File: src/rtl/booth_pkg.sv
// Shared types and helpers for the iterative radix-2 Booth multiplier.
// Holds the FSM encoding, Booth step op codes and the accumulator width helper.
package booth_pkg;

   typedef enum logic [1:0] {
      IDLE = 2'd0,
      RUN  = 2'd1,
      DONE = 2'd2
   } state_e;

   typedef enum logic [1:0] {
      NOP = 2'd0,
      ADD = 2'd1,
      SUB = 2'd2
   } booth_op_e;

   // Extended operand (WIDTH+1) plus one guard bit so A+/-M cannot overflow.
   function automatic int unsigned calc_xw(input int unsigned width);
      return width + 2;
   endfunction

   function automatic booth_op_e booth_decode(input logic q0, input logic q_m1);
      booth_op_e op;
      case ({q0, q_m1})
         2'b01:   op = ADD;
         2'b10:   op = SUB;
         default: op = NOP;
      endcase
      return op;
   endfunction

endpackage

File: src/rtl/booth_addsub.sv
// Combinational adder/subtractor slice shared by every Booth iteration.
// Subtraction is a + ~b + 1, with the +1 supplied as the carry-in.
module booth_addsub #(
   parameter int unsigned WIDTH = 10
) (
   input  logic [WIDTH-1:0] a,
   input  logic [WIDTH-1:0] b,
   input  logic             sub,
   output logic [WIDTH-1:0] sum
);

   logic [WIDTH-1:0] w_b;

   assign w_b = sub ? ~b : b;
   assign sum = a + w_b + {{(WIDTH-1){1'b0}}, sub};

endmodule

File: src/rtl/booth_mult_seq.sv
// Iterative radix-2 Booth multiplier: one add/sub plus arithmetic shift per cycle,
// valid/ready on both sides, signed or unsigned operands selected per operation.
module booth_mult_seq
   import booth_pkg::*;
#(
   parameter int unsigned WIDTH = 8,
   parameter int unsigned CNT_W = $clog2(WIDTH + 2)
) (
   input  logic                 clk,
   input  logic                 rst_n,
   input  logic                 in_valid,
   output logic                 in_ready,
   input  logic                 signed_mode,
   input  logic [WIDTH-1:0]     multiplicand,
   input  logic [WIDTH-1:0]     multiplier,
   output logic                 out_valid,
   input  logic                 out_ready,
   output logic [2*WIDTH-1:0]   product,
   output logic                 busy
);

   localparam int unsigned XW = calc_xw(WIDTH);

   state_e           r_state;
   logic [XW-1:0]    r_a;
   logic [XW-1:0]    r_q;
   logic             r_q_m1;
   logic [XW-1:0]    r_m;
   logic [CNT_W-1:0] r_count;
   logic             r_out_valid;
   logic             r_in_ready;
   logic             r_busy;

   booth_op_e        w_op;
   logic [XW-1:0]    w_sum;
   logic [XW-1:0]    w_a_next;
   logic [XW-1:0]    w_m_ext;
   logic [XW-1:0]    w_q_ext;

   assign w_m_ext = {{2{signed_mode & multiplicand[WIDTH-1]}}, multiplicand};
   assign w_q_ext = {{2{signed_mode & multiplier[WIDTH-1]}}, multiplier};

   assign w_op = booth_decode(r_q[0], r_q_m1);

   booth_addsub #(
      .WIDTH (XW)
   ) u_addsub (
      .a   (r_a),
      .b   (r_m),
      .sub (w_op == SUB),
      .sum (w_sum)
   );

   assign w_a_next = (w_op == NOP) ? r_a : w_sum;

   // r_count holds remaining steps minus one, so XW always fits in CNT_W bits
   // even when XW is a power of two; the step taken at zero is the last one.
   always_ff @(posedge clk or negedge rst_n) begin
      if (!rst_n) begin
         r_state     <= IDLE;
         r_a         <= '0;
         r_q         <= '0;
         r_q_m1      <= 1'b0;
         r_m         <= '0;
         r_count     <= '0;
         r_out_valid <= 1'b0;
         r_in_ready  <= 1'b1;
         r_busy      <= 1'b0;
      end else begin
         case (r_state)
            IDLE: begin
               if (in_valid) begin
                  r_a        <= '0;
                  r_q        <= w_q_ext;
                  r_q_m1     <= 1'b0;
                  r_m        <= w_m_ext;
                  r_count    <= CNT_W'(XW - 1);
                  r_state    <= RUN;
                  r_in_ready <= 1'b0;
                  r_busy     <= 1'b1;
               end
            end
            RUN: begin
               {r_a, r_q, r_q_m1} <= {w_a_next[XW-1], w_a_next, r_q};
               if (r_count == '0) begin
                  r_state     <= DONE;
                  r_out_valid <= 1'b1;
               end else begin
                  r_count <= r_count - CNT_W'(1);
               end
            end
            DONE: begin
               if (out_ready) begin
                  r_state     <= IDLE;
                  r_out_valid <= 1'b0;
                  r_busy      <= 1'b0;
                  r_in_ready  <= 1'b1;
               end
            end
            default: begin
               r_state     <= IDLE;
               r_out_valid <= 1'b0;
               r_busy      <= 1'b0;
               r_in_ready  <= 1'b1;
            end
         endcase
      end
   end

   assign in_ready  = r_in_ready;
   assign out_valid = r_out_valid;
   assign busy      = r_busy;
   assign product   = r_out_valid ? (2*WIDTH)'({r_a, r_q}) : '0;

endmodule

File: config.mk
export PLATFORM = sky130hd
export DESIGN_NAME = booth_mult_seq
export DESIGN_NICKNAME = d
export VERILOG_FILES = /design/src/rtl/booth_pkg.sv /design/src/rtl/booth_addsub.sv /design/src/rtl/booth_mult_seq.sv
export SDC_FILE = /design/constraint.sdc
export NUM_CORES = 1
export LEC_CHECK = 0
export ABC_AREA = 1
export CAP_MARGIN = 10
export CORE_MARGIN = 1
export CORE_UTILIZATION = 48
export CTS_BUF_LIST = sky130_fd_sc_hd__clkbuf_8 sky130_fd_sc_hd__clkbuf_16
export CTS_CLUSTER_SIZE = 8
export DETAILED_ROUTE_END_ITERATION = 8
export GPL_ROUTABILITY_DRIVEN = 0
export GPL_TIMING_DRIVEN = 0
export HOLD_SLACK_MARGIN = 0.03
export PLACE_DENSITY_LB_ADDON = 0.2
export SLEW_MARGIN = 20
export SYNTH_ARGS = -nofsm -noshare
export SYNTH_HDL_FRONTEND = slang
export SYNTH_SLANG_ARGS = --single-unit
export TNS_END_PERCENT = 1
File: constraint.sdc
create_clock -name clk -period 2.9 [get_ports clk]
set_input_delay 0.87 -clock clk [delete_from_list [all_inputs] [get_ports clk]]
set_output_delay 0.87 -clock clk [all_outputs]
set_load 0.01 [all_outputs]
# Word-level counts from Yosys, hierarchy flattened
# Cells that the tools add are included.
[classes] addsub=3 n_eq_ne=9 mux=24 n_bitwise=5 n_reduce_logical=10
[op_table] cell="10-bit 2-to-1 mux" n=4
[op_table] cell="10-bit case mux with 2 select lines" n=2
[op_table] cell="16-bit 2-to-1 mux" n=1
[op_table] cell="3-bit AND reduction" n=4
[op_table] cell="10-bit by 1-bit adder with 10-bit output" n=1
[op_table] cell="10-bit adder" n=1
[op_table] cell="10-bit NOT" n=1
[op_table] cell="1-bit case mux with 3 select lines" n=3
[op_table] cell="4-bit 2-to-1 mux" n=2
[op_table] cell="2-bit inequality test (second input constant)" n=4
[op_table] cell="4-bit case mux with 2 select lines" n=1
[op_table] cell="2-bit equality test (second input constant)" n=3
[op_table] cell="2-bit 2-to-1 mux" n=3
[op_table] cell="2-bit case mux with 3 select lines" n=1
[op_table] cell="1-bit 2-to-1 mux" n=5
[op_table] cell="2-bit by 1-bit equality test with 1-bit output (second input constant)" n=2
[op_table] cell="2-bit logical NOT" n=2
[op_table] cell="4-bit logical NOT" n=1
[op_table] cell="2-bit case mux with 2 select lines" n=1
[op_table] cell="2-bit AND reduction" n=2
[op_table] cell="4-bit by 1-bit subtractor with 4-bit output (second input constant)" n=1
[op_table] cell="1-bit AND" n=2
[op_table] cell="1-bit NOT" n=2
[op_table] cell="1-bit case mux with 2 select lines" n=1
[op_table] cell="2-bit nonzero test" n=1
[totals] register_bits=39 inputBits=21 output_inout_bits=19 wordCells=60

# Logic depth before layout (Yosys ltp)
[logic_depth] depth_word=8 ltp_mapped=16

# Hierarchy
# A second synthesis with hierarchy kept.
[unflattened] hier_cells=354 hier_area_um2=2547.4
[modules_own_cells] module="booth_mult_seq" n_inst=1 cells_each=252 area_per_inst_um2=1951.9 seq_area_each_um2=952.2
[modules_own_cells] module="booth_addsub" n_inst=1 cells_each=102 area_per_inst_um2=595.6 seq_area_each_um2=0.0

# Worst setup path after synthesis
# Ideal clock, no wire load.
[synth_timing] path_type="reg2reg" from="register r_q[0]" to="register r_a[5]" setup_ns=0.116 arrival_time_ns=1.872 slack_ns=0.912 stages_incl_launch_ff=12 path_buffers=1 synth_period_minus_slack_ns=1.988 path_cell_list="dfrtp_1 ha_1 buf_6 xnor2_1 fa_1 nand3b_1 nand2_1 nand3_1 nand3_1 nand3_1 nand2_1 nand2_1"
[synth_between] elab_chain_len=8
[synth_lines] element="from (decl)" line="booth_mult_seq.sv:26" rtl="logic [XW-1:0] r_q;"
[synth_lines] element="from (signal assigned)" line="booth_mult_seq.sv:74" rtl="r_q <= w_q_ext;"
[synth_lines] element="from (signal assigned)" line="booth_mult_seq.sv:84" rtl="{r_a, r_q, r_q_m1} <= {w_a_next[XW-1], w_a_next, r_q};"
[synth_lines] element="2-bit equality test or 2-bit by 1-bit equality test with 1-bit output (tied branches)" line="booth_pkg.sv:24" rtl="case ({q0, q_m1})"
[synth_lines] element="2-bit case mux with 2 select lines *" line="booth_pkg.sv:24"
[synth_lines] element="2-bit equality test" line="booth_mult_seq.sv:50" rtl=".sub (w_op == SUB),"
[synth_lines] element="10-bit 2-to-1 mux" line="booth_addsub.sv:14" rtl="assign w_b = sub ? ~b : b;"
[synth_lines] element="10-bit adder" line="booth_addsub.sv:15" rtl="assign sum = a + w_b + {{(WIDTH-1){1'b0}}, sub};"
[synth_lines] element="10-bit by 1-bit adder with 10-bit output" line="booth_addsub.sv:15"
[synth_lines] element="10-bit 2-to-1 mux *" line="booth_mult_seq.sv:54" rtl="assign w_a_next = (w_op == NOP) ? r_a : w_sum;"
[synth_lines] element="10-bit case mux with 2 select lines *" line="booth_mult_seq.sv:70" rtl="case (r_state)"
[synth_lines] element="to (signal assigned)" line="booth_mult_seq.sv:84"
[synth_lines] element="to (decl)" line="booth_mult_seq.sv:25" rtl="logic [XW-1:0] r_a;"
# Mark *: on every way between the ends. The rest lies on a longest branch, timed or not.
# A chain may end at the register's enable or synchronous reset.

# Worst setup path in the final report
[layout_timing] from="register r_out_valid, in the netlist out_valid" to="output port product[7]"
[layout_between] elab_chain_len=1
[layout_lines] element="from (decl)" line="booth_mult_seq.sv:30" rtl="logic r_out_valid;"
[layout_lines] element="from (signal assigned)" line="booth_mult_seq.sv:66" rtl="r_out_valid <= 1'b0;"
[layout_lines] element="from (signal assigned)" line="booth_mult_seq.sv:87" rtl="r_out_valid <= 1'b1;"
[layout_lines] element="from (signal assigned)" line="booth_mult_seq.sv:95" rtl="r_out_valid <= 1'b0;"
[layout_lines] element="16-bit 2-to-1 mux" line="booth_mult_seq.sv:113" rtl="assign product = r_out_valid ? (2*WIDTH)'({r_a, r_q}) : '0;"
[layout_lines] element="to (decl)" line="booth_mult_seq.sv:18" rtl="output logic [2*WIDTH-1:0] product,"
# No other way between the ends.

==> results.toml <==
[outcome]
outcome = "complete, no violations"

[global_route]
overall_track_demand_over_capacity_in_global_routing = 0.212
grt_pass1_wl_microns = 8460
grt_start_max_net_pins = 28
vias_in_the_first_global_route = 1831
globalRoute.totalOverflow = 0
number_of_antenna_violations_at_the_first_check_in_global_routing = 0

[clock_network]
clk-insertion-delay-late_ps = 290
clkSlewWorstSetupHoldPaths_ps = 70
cts_buffer_depth = 2
clk_root_buffer_cell = "sky130_fd_sc_hd__clkbuf_8"
post_cts_resize_count = 0
post-cts-setup-buffer-count = 0
tritoncts = "yes"
h-tree-depth = 2
tritoncts.num_buffers = 5
clkSinkCount = 38
ctsHoldBuffers = 0

[die]
dieArea_sq_um = 5280
rows = 25
chipHeight_microns = 72.7
start_util = 0.504
ioPinCount = 40
chipWidth_microns = 72.7
core_region_area_sq_um = 4750

[critical_path]
worstSetupStartpointType = "flop"
critPathCaptureType = "output port"
regToRegSetupSlack_ps = 710
critPathKind = "reg2out"
cp_num_buf_inv = 3
path_cells = "buf_2 > nand2_1 > inv_1 > clkdlybuf4s50_1"
crit_path_max_incr_delay_ps = 530
cp_max_fo = 10
cpMaxStageDelayCell = "sky130_fd_sc_hd__clkdlybuf4s50_1"
critical_path_required_ps = 2030
timing.critical_path.arrival_ps = 1740
crit_family = "buffers and inverters"

[logic_synthesis]
mean_instance_size_in_the_synthesized_netlist_sq_um = 7.35
synth-seq-cells = 38
synth_cells = 326
synth_area_leader_cell = "sky130_fd_sc_hd__dfrtp_1"
seq_area_frac_synth = 0.397
post_synth_num_cell_types = 29
ys_top_cells_by_area = "sky130_fd_sc_hd__dfrtp_1 39%, sky130_fd_sc_hd__nand2_1 15%, sky130_fd_sc_hd__inv_1 8.1%, sky130_fd_sc_hd__ha_1 5.7%, sky130_fd_sc_hd__nand3_1 4.2%"
proportion_of_netlist_area_held_by_the_largest_area_contributor = 0.386
yosys_warnings = 0
synth_area_sq_um = 2400
synth_edf_count = 0
synth.net_count = 359
async_flop_share = 1.00
primary_flip_flop_cell_chosen_by_synthesis_mapping = "sky130_fd_sc_hd__dfrtp_1"

[timing]
final_critical_path_time_including_i_o_delays_and_setup_ps = 2610
max_clock_freq_mhz = 383
layout_worst_path_cycle_share = 0.901
remaining_max_slew_budget_at_the_tightest_pin = 0.770
final_max_slew_viol_count = 0
setup-tns-final_ps = 0
timing.clock.skew_ps = 4.81
fin_worst_hold_slack_ps = 456
final_hold_violating_endpoints = 0
tightest_slew_ps = 343
timing.final.setup_violations = 0
rsz_0062_raised_after_global_routing = "false"

[drt]
drc = 0
totalWireLength_microns = 5140
vias = 2101
drtIter0Drc = 173
dr.pass1.iters = 4
route.antenna.remaining_nets = 0
vias_per_cell = 4.78
detail_route.wl_per_cell_microns = 11.7

[placement]
post-place-cells = 433
dp_hpwl_microns = 3890
area_of_placed_instances_sq_um = 2890
port_buffers = 39

[layout]
finish.cell_count_without_fillers = 440
final.fill_count = 436
areaGrowthSynthToFinish_pct = 24.1
layout.cell_area.non_filler_sq_um = 2970
nets = 405
drive_gt1_frac = 0.0777
antennaDiodeCount = 0

[power]
worst_ir_drop_vdd_uv = 640
static_leakage_nw = 1.60
power_dens_cells_nw_per_um2 = 1300

[flow_run]
max_cap_viol = 0

[hold_path]
min-delay-path-class = "in2async"
==> through the flow <==
stage / worst slack, ps / util / power (W)
2_1_floorplan: 912 / - / 0.00282
3_3_place_gp: 9.78 / 0.604 / 0.00343
3_5_place_dp: 443 / 0.607 / 0.00348
4_1_cts: 116 / 0.626 / 0.00388
5_1_grt: 155 / 0.625 / 0.00427
6_report: 286 / 0.625 / 0.00386
==> Yosys cell counts (5+ instances only) <==
library cell,number
sky130_fd_sc_hd__o21ai_1,8
sky130_fd_sc_hd__nand2_1,97
sky130_fd_sc_hd__a21oi_1,7
sky130_fd_sc_hd__nand2_2,6
sky130_fd_sc_hd__nand3_1,20
sky130_fd_sc_hd__o21ai_0,16
sky130_fd_sc_hd__xor2_1,7
sky130_fd_sc_hd__inv_1,52
sky130_fd_sc_hd__nor2_1,25
sky130_fd_sc_hd__buf_6,5
sky130_fd_sc_hd__ha_1,11
sky130_fd_sc_hd__dfrtp_1,37
sky130_fd_sc_hd__o211ai_1,8
==> layout make-up <==
| cell class | count | area (sq um) | share of cell area |
|---|---|---|---|
| clock buffer | 6 | 82.6 | 0.0278 |
| tap | 67 | 83.8 | 0.0282 |
| timing repair buffer | 40 | 405 | 0.136 |
| buffer | 10 | 81.3 | 0.0274 |
| inverter | 53 | 199 | 0.0669 |
| clock inverter | 2 | 8.76 | 0.00295 |
| multi-input combinational | 224 | 1160 | 0.390 |
| sequential | 38 | 952 | 0.320 |
==> metal layers <==
layer  track usage  share of wire  up-vias
met3        0.0442          0.043        7
met4        0.0654          0.013        0
met1         0.294           0.49      935
met2         0.335           0.45       45
met5             0              0        -
li1              -              -     1114
==> state kept, by name (all words and copies together) (netlist names) <==
name	cells
busy	1
r_count	4
r_state	2
r_a	9
r_m	9
in_ready	1
r_q	10
out_valid	1
r_q_m1	1
==> final timing paths <==
path,start,cells after the start,end
setup / recovery,out_valid$_DFFE_PN0P_,4,product[7]
hold / removal,rst_n,1,r_q[2]$_DFFE_PN0P_
setup reg to reg,r_q[0]$_DFFE_PN0P_,15,r_a[6]$_DFFE_PN0P_
hold reg to reg,r_m[6]$_DFFE_PN0P_,2,r_m[6]$_DFFE_PN0P_
max in group asynchronous,rst_n,2,in_ready$_DFFE_PN1P_
min in group clk,r_m[6]$_DFFE_PN0P_,2,r_m[6]$_DFFE_PN0P_
==> cell families (layout without fill, tap and decap cells) <==
family / Yosys count / after routing / share of synthesized area
AO/OA/AOI/OAI: 47 / 47 / 0.113
XOR/XNOR: 9 / 9 / 0.0329
adder cells (fa/ha/maj): 12 / 12 / 0.0658
buffers and inverters: 64 / 111 / 0.119
flip-flops: 38 / 38 / 0.397
AND/OR/NAND/NOR: 156 / 156 / 0.272
==> where the power goes <==
group / switching, W / internal [W]
Combinational: 0.00148 / 0.00104
Sequential: 0.000183 / 0.000788
Clock: 0.000183 / 0.000188
Total: 0.00185 / 0.00201
==> placed cells by master, fill, tap and decap left out <==
| cell type | synthesis | layout |
|---|---|---|
| sky130_fd_sc_hd__a22oi_1 | 2 | 2 |
| sky130_fd_sc_hd__nand2_2 | 6 | 6 |
| sky130_fd_sc_hd__inv_2 | 1 | 1 |
| sky130_fd_sc_hd__nand2_4 | 2 | 2 |
| sky130_fd_sc_hd__inv_1 | 52 | 53 |
| sky130_fd_sc_hd__dfrtp_1 | 37 | 37 |
| sky130_fd_sc_hd__o21bai_1 | 1 | 1 |
| sky130_fd_sc_hd__buf_2 | 4 | 5 |
| sky130_fd_sc_hd__xnor2_1 | 2 | 2 |
| sky130_fd_sc_hd__xor2_1 | 7 | 7 |
| sky130_fd_sc_hd__o21ai_1 | 8 | 8 |
| sky130_fd_sc_hd__nand3b_1 | 1 | 1 |
| sky130_fd_sc_hd__nor3_1 | 4 | 4 |
| sky130_fd_sc_hd__nor2_1 | 25 | 25 |
| sky130_fd_sc_hd__a21o_1 | 1 | 1 |
| sky130_fd_sc_hd__buf_6 | 5 | 5 |
| sky130_fd_sc_hd__clkbuf_2 | 1 | 1 |
| sky130_fd_sc_hd__o21a_1 | 1 | 1 |
| sky130_fd_sc_hd__dfstp_2 | 1 | 1 |
| sky130_fd_sc_hd__ha_1 | 11 | 11 |
| sky130_fd_sc_hd__buf_12 | 0 | 1 |
| sky130_fd_sc_hd__nand3_1 | 20 | 20 |
| sky130_fd_sc_hd__o211ai_1 | 8 | 8 |
| sky130_fd_sc_hd__clkinv_2 | 0 | 1 |
| sky130_fd_sc_hd__fa_1 | 1 | 1 |
| sky130_fd_sc_hd__o22ai_1 | 3 | 3 |
| sky130_fd_sc_hd__nand4_1 | 1 | 1 |
| sky130_fd_sc_hd__a21oi_1 | 7 | 7 |
| sky130_fd_sc_hd__nand2_1 | 97 | 97 |
| sky130_fd_sc_hd__clkdlybuf4s50_1 | 0 | 38 |
| sky130_fd_sc_hd__o21ai_0 | 16 | 16 |
| sky130_fd_sc_hd__clkbuf_8 | 0 | 6 |
(Power assumes the default switching activity.)
